<file path="config.mk">
export PLATFORM = sky130hd
export DESIGN_NAME = pool_row_shifter
export DESIGN_NICKNAME = d
export VERILOG_FILES = /design/src/rtl/pool_row_shifter.sv
export SDC_FILE = /design/constraint.sdc
export NUM_CORES = 1
export LEC_CHECK = 0
export CORE_ASPECT_RATIO = 1.2
export CORE_MARGIN = 2
export CORE_UTILIZATION = 57
export CTS_BUF_LIST = sky130_fd_sc_hd__clkbuf_8
export CTS_CLUSTER_SIZE = 30
export DETAILED_ROUTE_END_ITERATION = 12
export PLACE_DENSITY = 0.76
export SLEW_MARGIN = 20
export SYNTH_ARGS = -nofsm -noshare
export SYNTH_HDL_FRONTEND = slang
export SYNTH_SLANG_ARGS = --single-unit
</file>
<file path="constraint.sdc">
create_clock -name clk -period 3.13 [get_ports clk]
set_clock_uncertainty 0.05 [all_clocks]
set_input_delay 0.626 -clock clk [delete_from_list [all_inputs] [get_ports clk]]
set_output_delay 0.626 -clock clk [all_outputs]
set_load 0.01 [all_outputs]
</file>
<file path="src/rtl/pool_row_shifter.sv">
// Row delay line with optional pairwise row-max pooling.
// Define POOL_ROW_MAX_EN to build the pool_out/pool_valid comparator path.
module pool_row_shifter #(
  parameter int DATA_W    = 8,
  parameter int MAX_DEPTH = 16,
  parameter int DEPTH_W   = 5
) (
  input  logic               clk,
  input  logic               rst,
  input  logic [DEPTH_W-1:0] delay,
  input  logic [DATA_W-1:0]  in,
  input  logic               CE,
  output logic [DATA_W-1:0]  out,
  output logic               out_valid,
  output logic [DATA_W-1:0]  pool_out,
  output logic               pool_valid
);

  localparam int PTR_W =
    (MAX_DEPTH > 1) ? $clog2(MAX_DEPTH) : 1;
  localparam int SUM_W = DEPTH_W + 1;
  localparam logic [SUM_W-1:0] C_MAX =
    SUM_W'(MAX_DEPTH);
  localparam logic [PTR_W-1:0] C_LAST =
    PTR_W'(MAX_DEPTH - 1);

  logic [DATA_W-1:0]  r_mem [MAX_DEPTH];
  logic [PTR_W-1:0]   r_wptr;
  logic [DEPTH_W-1:0] r_dq;
  logic [DEPTH_W-1:0] r_cnt;
  logic [DATA_W-1:0]  r_out;
  logic               r_out_valid;

  logic               w_accept;
  logic [DEPTH_W-1:0] w_dclamp;
  logic [SUM_W-1:0]   w_sum;
  logic [PTR_W-1:0]   w_rd_ptr;
  logic [PTR_W-1:0]   w_wptr_nx;
  logic               w_fill_hit;
  logic               w_vld_nx;
  logic [DATA_W-1:0]  w_dly_raw;
  logic [DATA_W-1:0]  w_dly;

  assign w_accept = CE;

  assign w_dclamp = ({1'b0, delay} > C_MAX)
                  ? C_MAX[DEPTH_W-1:0]
                  : delay;

  // Read slot is wptr - D_q modulo MAX_DEPTH.
  // D_q == MAX_DEPTH lands on wptr itself,
  // whose old contents are read before the write.
  assign w_sum = SUM_W'(r_wptr) + C_MAX
               - SUM_W'(r_dq);
  assign w_rd_ptr = PTR_W'((w_sum >= C_MAX)
                  ? (w_sum - C_MAX) : w_sum);

  assign w_wptr_nx = (r_wptr == C_LAST)
                   ? '0 : (r_wptr + 1'b1);

  assign w_fill_hit = (r_cnt == r_dq);
  assign w_vld_nx   = r_out_valid | w_fill_hit;

  assign w_dly_raw = (r_dq == '0)
                   ? in : r_mem[w_rd_ptr];
  // Stale buffer slots never reach the outputs.
  assign w_dly = w_vld_nx ? w_dly_raw : '0;

  always_ff @(posedge clk) begin
    if (rst && w_accept) begin
      r_mem[r_wptr] <= in;
    end
  end

  always_ff @(posedge clk) begin
    if (!rst) begin
      r_wptr      <= '0;
      r_cnt       <= '0;
      r_dq        <= w_dclamp;
      r_out       <= '0;
      r_out_valid <= 1'b0;
    end else if (w_accept) begin
      r_wptr      <= w_wptr_nx;
      r_out       <= w_dly;
      r_out_valid <= w_vld_nx;
      if (!w_fill_hit) begin
        r_cnt <= r_cnt + 1'b1;
      end
    end
  end

  assign out       = r_out;
  assign out_valid = r_out_valid;

`ifdef POOL_ROW_MAX_EN
  logic [DATA_W-1:0] r_pool;
  logic              r_pool_vld;
  logic [DATA_W-1:0] w_max;

  assign w_max = (in > w_dly) ? in : w_dly;

  always_ff @(posedge clk) begin
    if (!rst) begin
      r_pool     <= '0;
      r_pool_vld <= 1'b0;
    end else if (w_accept) begin
      r_pool     <= w_max;
      r_pool_vld <= w_vld_nx;
    end
  end

  assign pool_out   = r_pool;
  assign pool_valid = r_pool_vld;
`else
  assign pool_out   = '0;
  assign pool_valid = 1'b0;
`endif

endmodule

</file>
### Yosys cells after proc, flatten, opt, wreduce, memory -nomap -nowiden

Memory sizes are Yosys's and may differ from the RTL's.
Index checks and enable logic that the tools add are counted.

| storage, ports and cells | value |
|---|---|
| memories kept | 1 |
| register bits after elaboration | 23 |
| output and inout bits | 18 |
| memory bits (writable) | 128 |

| cells by class | value |
|---|---|
| bitwise logic cells | 2 |
| equality and inequality tests | 2 |
| add/subtract/negate cells | 5 |
| magnitude comparators | 2 |
| reductions and logical operators | 3 |
| mux-type cells | 6 |

Memories:

| memory | depth | bits a word | rd ports | clocked after memory_dff | write ports | RTL line | text |
|---|---|---|---|---|---|---|---|
| r_mem | 16 | 8 | 1 | 0 | 1 | 27 | `logic [DATA_W-1:0] r_mem [MAX_DEPTH];` |

Operator list:

| cell | count |
|---|---|
| $mux W8 | 2 |
| $mux W4 | 2 |
| $add A4 B5 Y6 const B | 1 |
| $ge A6 B5 Y1 const B | 1 |
| $sub A6 B5 Y6 | 1 |
| $add A5 B1 Y5 const B | 1 |
| $eq A5 B5 Y1 | 1 |
| $gt A5 B5 Y1 const B | 1 |
| $logic_not A5 Y1 | 1 |
| $add A4 B1 Y4 const B | 1 |
| $eq A4 B4 Y1 const B | 1 |
| $sub A4 B1 Y4 const B | 1 |
| $mux W1 | 2 |
| $reduce_and A2 Y1 | 1 |
| $logic_and A1 B1 Y1 | 1 |
| $not A1 Y1 | 1 |
| $or A1 B1 Y1 | 1 |

### Logic depth before layout (Yosys ltp)

Gate-level depths: netlist (run 1).
An unclocked memory read counts as a cell.

| logic depth | value |
|---|---|
| depth in word-level cells | 7 |
| gate-level depth with buffers | 10 |
| mapped depth without buffers | 8 |

### Worst setup path before layout (run 1)

No wires, ideal clock.

| timing path | value |
|---|---|
| kind | register to register |
| from | register r_wptr[0] |
| to | register r_out[5], in the netlist out[5] |
| data required time | 2.963 ns |
| arrival time | 2.324 ns |
| period minus slack after synthesis | 2.492 ns |
| setup slack | 0.638 ns |
| setup time | 0.117 ns |
| cell stages (with the launch flop) | 11 |
| path through | dfxtp_1 inv_1 ha_1 inv_1 fa_1 buf_6 buf_6 mux4_1 nand2_1 nand3_1 a32o_1 |

| between the ends | value |
|---|---|
| longest elaborated chain between the ends | 7 |
| elaborated cells on any way between the ends | 8 |
| classes of those cells | add/sub (3); order compare (1); mux (3); memory (1) |

RTL lines:

| item | RTL line | text |
|---|---|---|
| from (decl) | 28 | `logic [PTR_W-1:0] r_wptr;` |
| from (signal assigned) | 83 | `r_wptr <= w_wptr_nx;` |
| $add A4 B5 Y6 (*) | 53 | `assign w_sum = SUM_W'(r_wptr) + C_MAX` |
| $sub A6 B5 Y6 (*) | 54 | `- SUM_W'(r_dq);` |
| $ge A6 B5 Y1 / $sub A4 B1 Y4 (equally long branches) | 55, 56 |  |
| $mux W4 (*) | 56 | `? (w_sum - C_MAX) : w_sum);` |
| $mem_v2 Z16 W8 (*) | - |  |
| $mux W8 (*) | 65 | `? in : r_mem[w_rd_ptr];` |
| $mux W8 (*) | 67 | `assign w_dly = w_vld_nx ? w_dly_raw : '0;` |
| to (signal assigned) | 84 | `r_out <= w_dly;` |
| to (decl) | 31 | `logic [DATA_W-1:0] r_out;` |

Every way passes the cells marked *; elsewhere a longest branch is shown, timed or not.
A chain may end at the register's enable or synchronous reset.

### Worst setup path in the final report (run 1)

| timing path | value |
|---|---|
| from | register r_wptr[0] |
| to | register r_out[1], in the netlist out[1] |

Same word-level chain as after synthesis.

==> results of run 1 <==
## cell type report
| class | instances | area (sq um) |
|---|---|---|
| repair buffers | 33 | 320 |
| fillers | 741 | 3880 |
| inverters | 7 | 26.3 |
| flip-flops and latches | 151 | 4350 |
| clock inverters | 15 | 161 |
| well taps | 132 | 165 |
| clock buffers | 17 | 234 |
| multi-input cells | 196 | 1840 |
## flip-flops by register name, summed over array words and instances, names as in the netlist
register	count
r_cnt	5
out	8
r_wptr	4
r_dq	5
r_mem	128
out_valid	1
## worst max path at each step
stage / from / cells past startpoint / slack [ns] / end
2_1_floorplan: r_wptr[0]$_SDFFE_PN0P_ / 10 / 0.64 / out[5]$_SDFFE_PN0P_
3_3_place_gp: r_wptr[0]$_SDFFE_PN0P_ / 9 / 0.36 / out[1]$_SDFFE_PN0P_
3_5_place_dp: r_wptr[0]$_SDFFE_PN0P_ / 9 / 0.29 / out[1]$_SDFFE_PN0P_
4_1_cts: r_wptr[0]$_SDFFE_PN0P_ / 9 / 0.29 / out[1]$_SDFFE_PN0P_
5_1_grt: r_wptr[0]$_SDFFE_PN0P_ / 9 / 0.15 / out[1]$_SDFFE_PN0P_
6_report: r_wptr[0]$_SDFFE_PN0P_ / 9 / 0.30 / out[1]$_SDFFE_PN0P_
## layer usage
metal	track usage, %	share of wire, %	wire (um)	vias to the layer above
met1	29.7	40	4920	1667
met4	9.76	2.9	356	0
li1	-	-	-	1505
met5	0	0	0	-
met3	6.00	6.9	859	24
met2	35.2	51	6310	154
## power groups by stage
stage | Combinational (W) | Sequential, W | Clock [W]
3_5_place_dp | 0.000554 | 0.00227 | 0
4_1_cts | 0.000557 | 0.00223 | 0.00147
6_report | 0.000548 | 0.00223 | 0.00146
2_1_floorplan | 0.000420 | 0.00227 | 0
5_1_grt | 0.000592 | 0.00223 | 0.00155
3_3_place_gp | 0.000542 | 0.00227 | 0
## metrics by stage
stage          util [%]  hold slack, ns  area, sq um  worst slack [ns]  total power (W)
4_1_cts            64.7           0.428         7100             0.287          0.00426
6_report           64.7           0.425         7100             0.297          0.00424
2_1_floorplan         -           0.414         6420             0.638          0.00269
3_5_place_dp       61.1           0.409         6710             0.290          0.00283
5_1_grt            64.7           0.443         7100             0.150          0.00437
3_3_place_gp       61.1           0.402         6710             0.362          0.00281
## cells by family after synthesis
family | share of synthesized area (%)
buffers and inverters | 3.55
AOI/OAI and AO/OA | 4.02
adders and majority gates | 1.88
and+or+nand+nor | 7.99
xor gates and xnor gates | 1.51
DFF | 68.2
other | 0.0587
muxes | 12.8
## placed cells by master, fill, tap and decap left out, types with 10 or more instances in the layout
cell and n:
edfxtp_1 133, nand2_1 39, clkdlybuf4s50_1 24, mux4_1 21, nand3_1 19, and2_1 18
dfxtp_1 18, clkbuf_8 17, mux4_2 11, nor2_1 10
==> metrics.cfg, run 1 <==
[status]
status = complete, no violations

[detailed_routing]
routed_wl_mm = 12.4
via_per_inst = 6.08
num_vias = 3350
dr.pass1.iters = 5
first_iter_violations = 288
post_drt_wl_per_cell_um = 22.6
final_antenna_net_count = 0
remaining_drc_errors = 0

[clock_network]
postCtsHoldBufs = 0
cts_root_buf = clkbuf_8
cts.sinks = 151
htree_levels = 4
cts_tree = done
clk_pin_slew_ns = 0.08
ctsLongestPathBuffers = 2
cts-resized-gates = 0
cts_buffers = 17
postCtsSetupBuffers = 0
clkLatencyLatePin_ns = 0.43

[logic_synthesis]
syn_avg_cell_area_sq_um = 17.3
yosysUniqueCellTypes = 42
synth_edf_count = 133
synth_top_area_share_pct = 62.5
ys.flop_type = edfxtp_1
synth_common_cells = edfxtp_1 (133), nand2_1 (39), mux4_1 (21)
yosysTopAreaCell = edfxtp_1
yosysMostFrequentCell = edfxtp_1
synth_area_leaders = edfxtp_1 (63%), mux4_1 (8.6%), dfxtp_1 (5.6%)
synth_area_sq_um = 6390
ys_async_sr_fraction_pct = 0
yosys_warnings = 0
synth_seq_area_share_pct = 68.2
ys_ff_latch = 151
synthCells = 369

[power_and_ir_drop]
swShare_pct = 23.7
clkPwrFrac_pct = 34.5
p_leak_nw = 2.41
p_switching_w = 0.00100
internal_power_w = 0.00323
ir_worst_vdd_mv = 0.274
combPwrFrac_pct = 12.9
p_seq_share_pct = 52.6
powerDensity_nw_per_um2 = 597

[die]
die_y_um = 120
die_w_um = 101
rows = 42
start_util_pct = 58.2
ioPinCount = 34
die_area_sq_um = 12100
core-area_sq_um = 11000

[worst_setup_path]
rr_startpoint = r_wptr[0]$_SDFFE_PN0P_
critPathCaptureType = flop
start_kind = flop
crit_type = reg2reg
reg2reg_slack_ns = 0.30
arrival_ns = 3.12
path_cells = inv_1 -> ha_1 -> inv_1 -> fa_2 -> buf_12 -> mux4_1 -> nand2_1 -> nand3_1 -> a32o_1
cpPeakStageDelay_ns = 0.61
r2r-end = out[1]$_SDFFE_PN0P_
cp_max_fo = 32
critPathSlowestCell = mux4_1
crit_family = adder cells
r2r_cells = 9
cp.buffers_inverters = 3
critPathMostFrequentCell = inv_1
required_ns = 3.42

[global_routing]
grt_pass1_vias = 3385
grt_usage_pct = 22.4
grt_max_degree = 33
gr-total-overflow = 0
antenna_found_initial = 0
grt_pass1_wl_mm = 19.2

[timing]
rsz0062_at_grt = no
tightestPinTransition_ns = 0.881
setup_violations = 0
fmax_ghz = 0.353
relSlewSlack_pct = 41.1
finalHoldViolCount = 0
fin_setup_tns_ns = 0
fin_crit_ns = 2.83
drv_slew = 0
timing.final.crit_share_pct = 90.5

[place]
dp_cells = 519
place.detailed.hpwl_mm = 8.04
portBuffers = 24
place_congestion = 0.742

[worst_hold_path]
holdPathEnd = out[5]$_SDFFE_PN0P_
holdCritStartpoint = out[5]$_SDFFE_PN0P_
hold_depth = 1
hold_class = reg2reg

[layout]
finalNonFillerCells = 551
syn_to_final_growth_pct = 11.2
nNetsFinal = 431
diodes = 0
drive_gt1_share_pct = 13.6

[job]
drv_cap = 0

No activity file was read; power rests on OpenSTA's default activity.
==> run 2: changes to the inputs <==
--- a/config.mk
+++ b/config.mk
@@ -7,11 +7,10 @@
 export LEC_CHECK = 0
 export CORE_ASPECT_RATIO = 1.2
 export CORE_MARGIN = 2
-export CORE_UTILIZATION = 57
+export CORE_UTILIZATION = 40
 export CTS_BUF_LIST = sky130_fd_sc_hd__clkbuf_8
 export CTS_CLUSTER_SIZE = 30
 export DETAILED_ROUTE_END_ITERATION = 12
-export PLACE_DENSITY = 0.76
 export SLEW_MARGIN = 20
 export SYNTH_ARGS = -nofsm -noshare
 export SYNTH_HDL_FRONTEND = slang
==> run 2 against run 1 <==
Total power up 3.9%. Fmax down 0.97%. Global-route usage down 6.3 points. Flip-flop and latch count unchanged. Count of clock-buffer cells in the layout unchanged. Register-to-register slack worse by 0.03 ns. Non-clock buffer count unchanged. Cell area up 2.1%. Via count down 3.9%. Worst hold slack better by 0.010 ns. Combinational power down 1%. Highest routed layer unchanged.
==> metrics.cfg, run 2 (synthesis gave the netlist of run 1 again) <==
[timing]
rsz0062_at_grt = no
fin_crit_ns = 2.86  ; +0.0277 ns
setup_violations = 0  ; unchanged
fin_setup_tns_ns = 0  ; unchanged
fmax_ghz = 0.350  ; -0.97%
timing.final.crit_share_pct = 91.4  ; +0.89 points
tightestPinTransition_ns = 0.890  ; +0.00899 ns
drv_slew = 0  ; unchanged
relSlewSlack_pct = 40.5  ; -0.60 points
hold_slack_ns = 0.435  ; +0.0104 ns
finalHoldViolCount = 0  ; unchanged

[clock_network]
ctsLongestPathBuffers = 2  ; unchanged
cts_root_buf = clkbuf_8
cts_buffers = 17  ; unchanged
cts-resized-gates = 0  ; unchanged
cts.sinks = 151  ; unchanged
postCtsSetupBuffers = 0  ; unchanged
clk_pin_slew_ns = 0.08  ; about the same
htree_levels = 4  ; unchanged
clkLatencyLatePin_ns = 0.44  ; about the same
postCtsHoldBufs = 0  ; unchanged
cts_tree = done

[detailed_routing]
post_drt_wl_per_cell_um = 20.4  ; -9.9%
dr.pass1.iters = 4  ; -1
final_antenna_net_count = 0  ; unchanged
via_per_inst = 5.13  ; -16%
routed_wl_mm = 12.8  ; +2.6%
first_iter_violations = 230  ; -20%
remaining_drc_errors = 0  ; unchanged
num_vias = 3219  ; -3.9%

[global_routing]
grt_pass1_vias = 3409  ; +0.71%
gr-total-overflow = 0  ; unchanged
grt_max_degree = 33  ; unchanged
antenna_found_initial = 0  ; unchanged
grt_usage_pct = 16.1  ; -6.3 points
grt_pass1_wl_mm = 19.5  ; +1.9%

[status]
status = complete, no violations

[layout]
n_fill_cell = 1371  ; +85%
final_util_pct = 46.4  ; -18 points
diodes = 0  ; unchanged
final_cell_mix = edfxtp_1 (133), nand2_1 (39), clkdlybuf4s50_1 (24)
largest_reg_flops = 128  ; unchanged
nNetsFinal = 431  ; unchanged
final_common_cell = edfxtp_1
multiInputGateArea_sq_um = 1850  ; +0.41%
finalNonFillerCells = 627  ; +14%
syn_to_final_growth_pct = 13.5
seq_area_sq_um = 4350  ; unchanged
drive_gt1_share_pct = 13.8  ; +0.24 points
largest_register = r_mem

[place]
portBuffers = 24  ; unchanged
dp_cells = 595  ; +15%
place_congestion = 0.757  ; +2.0%
place.detailed.hpwl_mm = 8.37  ; +4.2%

[job]
drv_cap = 0  ; unchanged

[die]
die_y_um = 142  ; +19%
core-area_sq_um = 15600  ; +42%
die_area_sq_um = 17000  ; +41%
rows = 50  ; +19%
die_w_um = 119  ; +19%
start_util_pct = 40.8  ; -17 points
ioPinCount = 34  ; unchanged

[power_and_ir_drop]
ir_worst_vdd_mv = 0.232  ; -15%
powerDensity_nw_per_um2 = 608  ; +1.8%
p_leak_nw = 2.45  ; +1.4%

[worst_setup_path]
cp_max_fo = 32  ; unchanged
start_kind = flop
arrival_ns = 3.14  ; +0.02 ns
critPathCaptureType = flop
crit_type = reg2reg
required_ns = 3.41  ; about the same

[worst_hold_path]
hold_class = reg2reg

## run 2: cell count changes in the layout (fill, tap and decap cells not counted), sizes merged
cell	delta
clkinv	-1
inv	+1
bufinv	+2
clkinvlp	-2
## run 2: power by group
group	leakage, nW	internal [W]	switching, W
clock network	0.230	0.000940	0.000697
registers	1.35	0.00221	0.0000166
logic	0.868	0.000247	0.000294
total	2.45	0.00340	0.00101
## run 2: path summary, 6_finish.rpt
kind	to	depth (start not counted)	from	slack, ns
min	out[7]$_SDFFE_PN0P_	1	out[7]$_SDFFE_PN0P_	0.44
min reg2reg	out[7]$_SDFFE_PN0P_	1	out[7]$_SDFFE_PN0P_	0.44
max reg2reg	out[7]$_SDFFE_PN0P_	9	r_wptr[0]$_SDFFE_PN0P_	0.27
max	out[7]$_SDFFE_PN0P_	9	r_wptr[0]$_SDFFE_PN0P_	0.27
## run 2: per-stage QoR
stage / instance area, sq um / worst slack, ns / power [W]
final: 7250 / 0.269 / 0.00441
after detailed placement: 6810 / 0.282 / 0.00282
after global routing: 7250 / 0.153 / 0.00458
after CTS: 7250 / 0.269 / 0.00445
after global placement: 6800 / 0.301 / 0.00282
after floorplan: 6420 / 0.638 / 0.00269
## run 2: routing by layer
metal | global-route usage, % | vias up | share of wire [%]
li1 | - | 1500 | -
met1 | 18.3 | 1624 | 40
met2 | 29.6 | 84 | 54
met3 | 4.49 | 11 | 4.3
met4 | 4.83 | 0 | 1.2
met5 | 0 | - | 0
## run 2: worst max-delay path, stage by stage, from the launching register on
cell and delay [ns]:
dfxtp_1 0.35, inv_1 0.16, ha_1 0.19, inv_1 0.06, fa_2 0.55, buf_12 0.26
mux4_1 0.65, nand2_1 0.10, nand3_1 0.09, a32o_1 0.27
## run 2: final cells by class
type | count | area share, %
sequential | 151 | 60.0
multi-input combinational | 196 | 25.5
timing repair buffer | 33 | 4.42
tap | 208 | 3.59
clock buffer | 17 | 3.23
clock inverter | 15 | 2.90
inverter | 7 | 0.362
==> run 3: changes to the inputs <==
--- a/config.mk
+++ b/config.mk
@@ -11,7 +11,9 @@
 export CTS_BUF_LIST = sky130_fd_sc_hd__clkbuf_8
 export CTS_CLUSTER_SIZE = 30
 export DETAILED_ROUTE_END_ITERATION = 12
-export SLEW_MARGIN = 20
+export GPL_ROUTABILITY_DRIVEN = 1
+export GPL_TIMING_DRIVEN = 0
+export SLEW_MARGIN = 40
 export SYNTH_ARGS = -nofsm -noshare
 export SYNTH_HDL_FRONTEND = slang
 export SYNTH_SLANG_ARGS = --single-unit
==> run 3 against run 2 <==
Count of clock-buffer cells in the layout stayed put. Sequential share of layout area down 1.1 points. Routed wire length rose by 4.4%. Critical endpoint is now out[3]$_SDFFE_PN0P_. Largest cell class unchanged.
==> metrics.cfg, run 3 (synthesis gave the netlist of run 1 again) <==
[die]
die_w_um = 119  ; unchanged
start_util_pct = 40.8  ; unchanged
core-area_sq_um = 15600  ; unchanged
die_y_um = 142  ; unchanged
rows = 50  ; unchanged
ioPinCount = 34  ; unchanged
die_area_sq_um = 17000  ; unchanged

[global_routing]
grt_max_degree = 18  ; -45%
grt_usage_pct = 16.9  ; +0.82 points
gr-total-overflow = 0  ; unchanged
antenna_found_initial = 0  ; unchanged
grt_pass1_vias = 3458  ; +1.4%
grt_pass1_wl_mm = 20.6  ; +5.6%

[power_and_ir_drop]
swShare_pct = 23.4  ; +0.50 points
internal_power_w = 0.00351  ; +3.3%
p_seq_share_pct = 48.7  ; -1.8 points
p_switching_w = 0.00107  ; +6.2%
ir_worst_vdd_mv = 0.256  ; +10%
p_total_w = 0.00458  ; +3.9%
clkPwrFrac_pct = 38.0  ; +0.8 points
p_leak_nw = 2.51  ; +2.8%
combPwrFrac_pct = 13.4  ; +1.1 points
powerDensity_nw_per_um2 = 620  ; +2.0%

[detailed_routing]
final_antenna_net_count = 0  ; unchanged
routed_wl_mm = 13.3  ; +4.4%
post_drt_wl_per_cell_um = 20.8  ; +2.2%
via_per_inst = 5.20  ; +1.3%
dr.pass1.iters = 4  ; unchanged
num_vias = 3335  ; +3.6%
remaining_drc_errors = 0  ; unchanged
first_iter_violations = 266  ; +16%

[timing]
rsz0062_at_grt = no
timing.final.crit_share_pct = 91.2  ; -0.21 points
finalHoldViolCount = 0  ; unchanged
fin_setup_tns_ns = 0  ; unchanged
fmax_ghz = 0.350  ; +0.23%
drv_slew = 0  ; unchanged
relSlewSlack_pct = 46.6  ; +6.2 points
tightestPinTransition_ns = 0.801  ; -0.0890 ns
fin_crit_ns = 2.85  ; -0.00657 ns
setup_violations = 0  ; unchanged

[place]
dp_cells = 609  ; +2.4%
place_congestion = 0.740  ; -2.2%
dpl-instance-area_sq_um = 6920  ; +1.6%
portBuffers = 24  ; unchanged
place.detailed.hpwl_mm = 8.88  ; +6.0%

[layout]
largest_reg_flops = 128  ; unchanged
n_fill_cell = 1364  ; -0.51%
largest_register = r_mem
final_util_pct = 47.2  ; +0.86 points
nNetsFinal = 445  ; +3.2%
diodes = 0  ; unchanged
drive_gt1_share_pct = 15.5  ; +1.6 points
syn_to_final_growth_pct = 15.6
final_cell_mix = edfxtp_1 (133), nand2_1 (39), clkdlybuf4s50_1 (24)
fin_area_sq_um = 7390  ; +1.8%
final_common_cell = edfxtp_1
finalNonFillerCells = 641  ; +2.2%

[clock_network]
postCtsSetupBuffers = 0  ; unchanged
htree_levels = 4  ; unchanged
cts_root_buf = clkbuf_8
clkLatencyLatePin_ns = 0.46  ; +0.02 ns
cts.sinks = 151  ; unchanged
cts_buffers = 17  ; unchanged
ctsLongestPathBuffers = 2  ; unchanged
postCtsHoldBufs = 0  ; unchanged
cts-resized-gates = 0  ; unchanged
cts_tree = done
clk_pin_slew_ns = 0.08  ; about the same

[worst_setup_path]
required_ns = 3.42  ; about the same
crit_cells = 10  ; +1
cpPeakStageDelay_ns = 0.58  ; -0.07 ns
crit_type = reg2reg
start_kind = flop
crit_family = adder cells
cp_max_fo = 10  ; -69%
r2r_cells = 10  ; +1
critPathSlowestCell = mux4_1
arrival_ns = 3.15  ; about the same
path_cells = inv_1 -> ha_1 -> inv_1 -> fa_1 -> buf_6 -> buf_6 -> mux4_1 -> nand2_1 -> nand3_1 -> a32o_1
cp.buffers_inverters = 4  ; +1
critPathCaptureType = flop

[job]
drv_cap = 0  ; unchanged

[status]
status = complete, no violations

[worst_hold_path]
hold_depth = 1  ; unchanged
hold_class = reg2reg

[run 3: cell types whose count changed in the layout (fill, tap and decap cells not counted), sizes merged]
| cell | previous run | this run |
|---|---|---|
| inv | 10 | 8 |
| clkinv | 6 | 4 |
| clkbuf | 17 | 25 |
| buf | 9 | 15 |
| clkinvlp | 1 | 4 |
| bufinv | 5 | 6 |
[run 3: metrics by stage]
stage	hold slack, ns	setup slack (ns)
6_report	0.428	0.276
5_1_grt	0.463	0.127
4_1_cts	0.432	0.267
3_5_place_dp	0.414	0.285
3_3_place_gp	0.401	0.314
2_1_floorplan	0.414	0.638
[run 3: worst paths after layout]
path,startpoint,endpoint,slack (ns)
worst max-delay path,r_wptr[0]$_SDFFE_PN0P_,out[3]$_SDFFE_PN0P_,0.28
worst min-delay path,out[5]$_SDFFE_PN0P_,out[5]$_SDFFE_PN0P_,0.43
worst max register to register,r_wptr[0]$_SDFFE_PN0P_,out[3]$_SDFFE_PN0P_,0.28
worst min register to register,out[5]$_SDFFE_PN0P_,out[5]$_SDFFE_PN0P_,0.43
[run 3: power by group through the flow]
stage	Combinational (W)	Sequential [W]	Clock, W
6_report	0.000612	0.00223	0.00174
5_1_grt	0.000660	0.00223	0.00185
4_1_cts	0.000617	0.00223	0.00176
3_5_place_dp	0.000615	0.00227	0
3_3_place_gp	0.000610	0.00227	0
2_1_floorplan	0.000420	0.00227	0
[run 3: cell type report]
cell class | instances | area (sq um) | area share [%]
clock buffer | 17 | 234 | 3.17
clock inverter | 15 | 234 | 3.17
timing repair buffer | 24 | 240 | 3.25
inverter | 7 | 26.3 | 0.356
multi-input combinational | 196 | 1840 | 24.9
tap | 208 | 260 | 3.52
sequential | 151 | 4350 | 59.0
buffer | 23 | 200 | 2.71
[run 3: routing by layer]
layer / up-vias / global-route usage [%] / part of all wire, %
met2: 88 / 28.0 / 50
met1: 1702 / 21.7 / 44
met5: - / 0 / 0
met3: 18 / 3.49 / 3.9
met4: 0 / 7.55 / 2.1
li1: 1527 / - / -
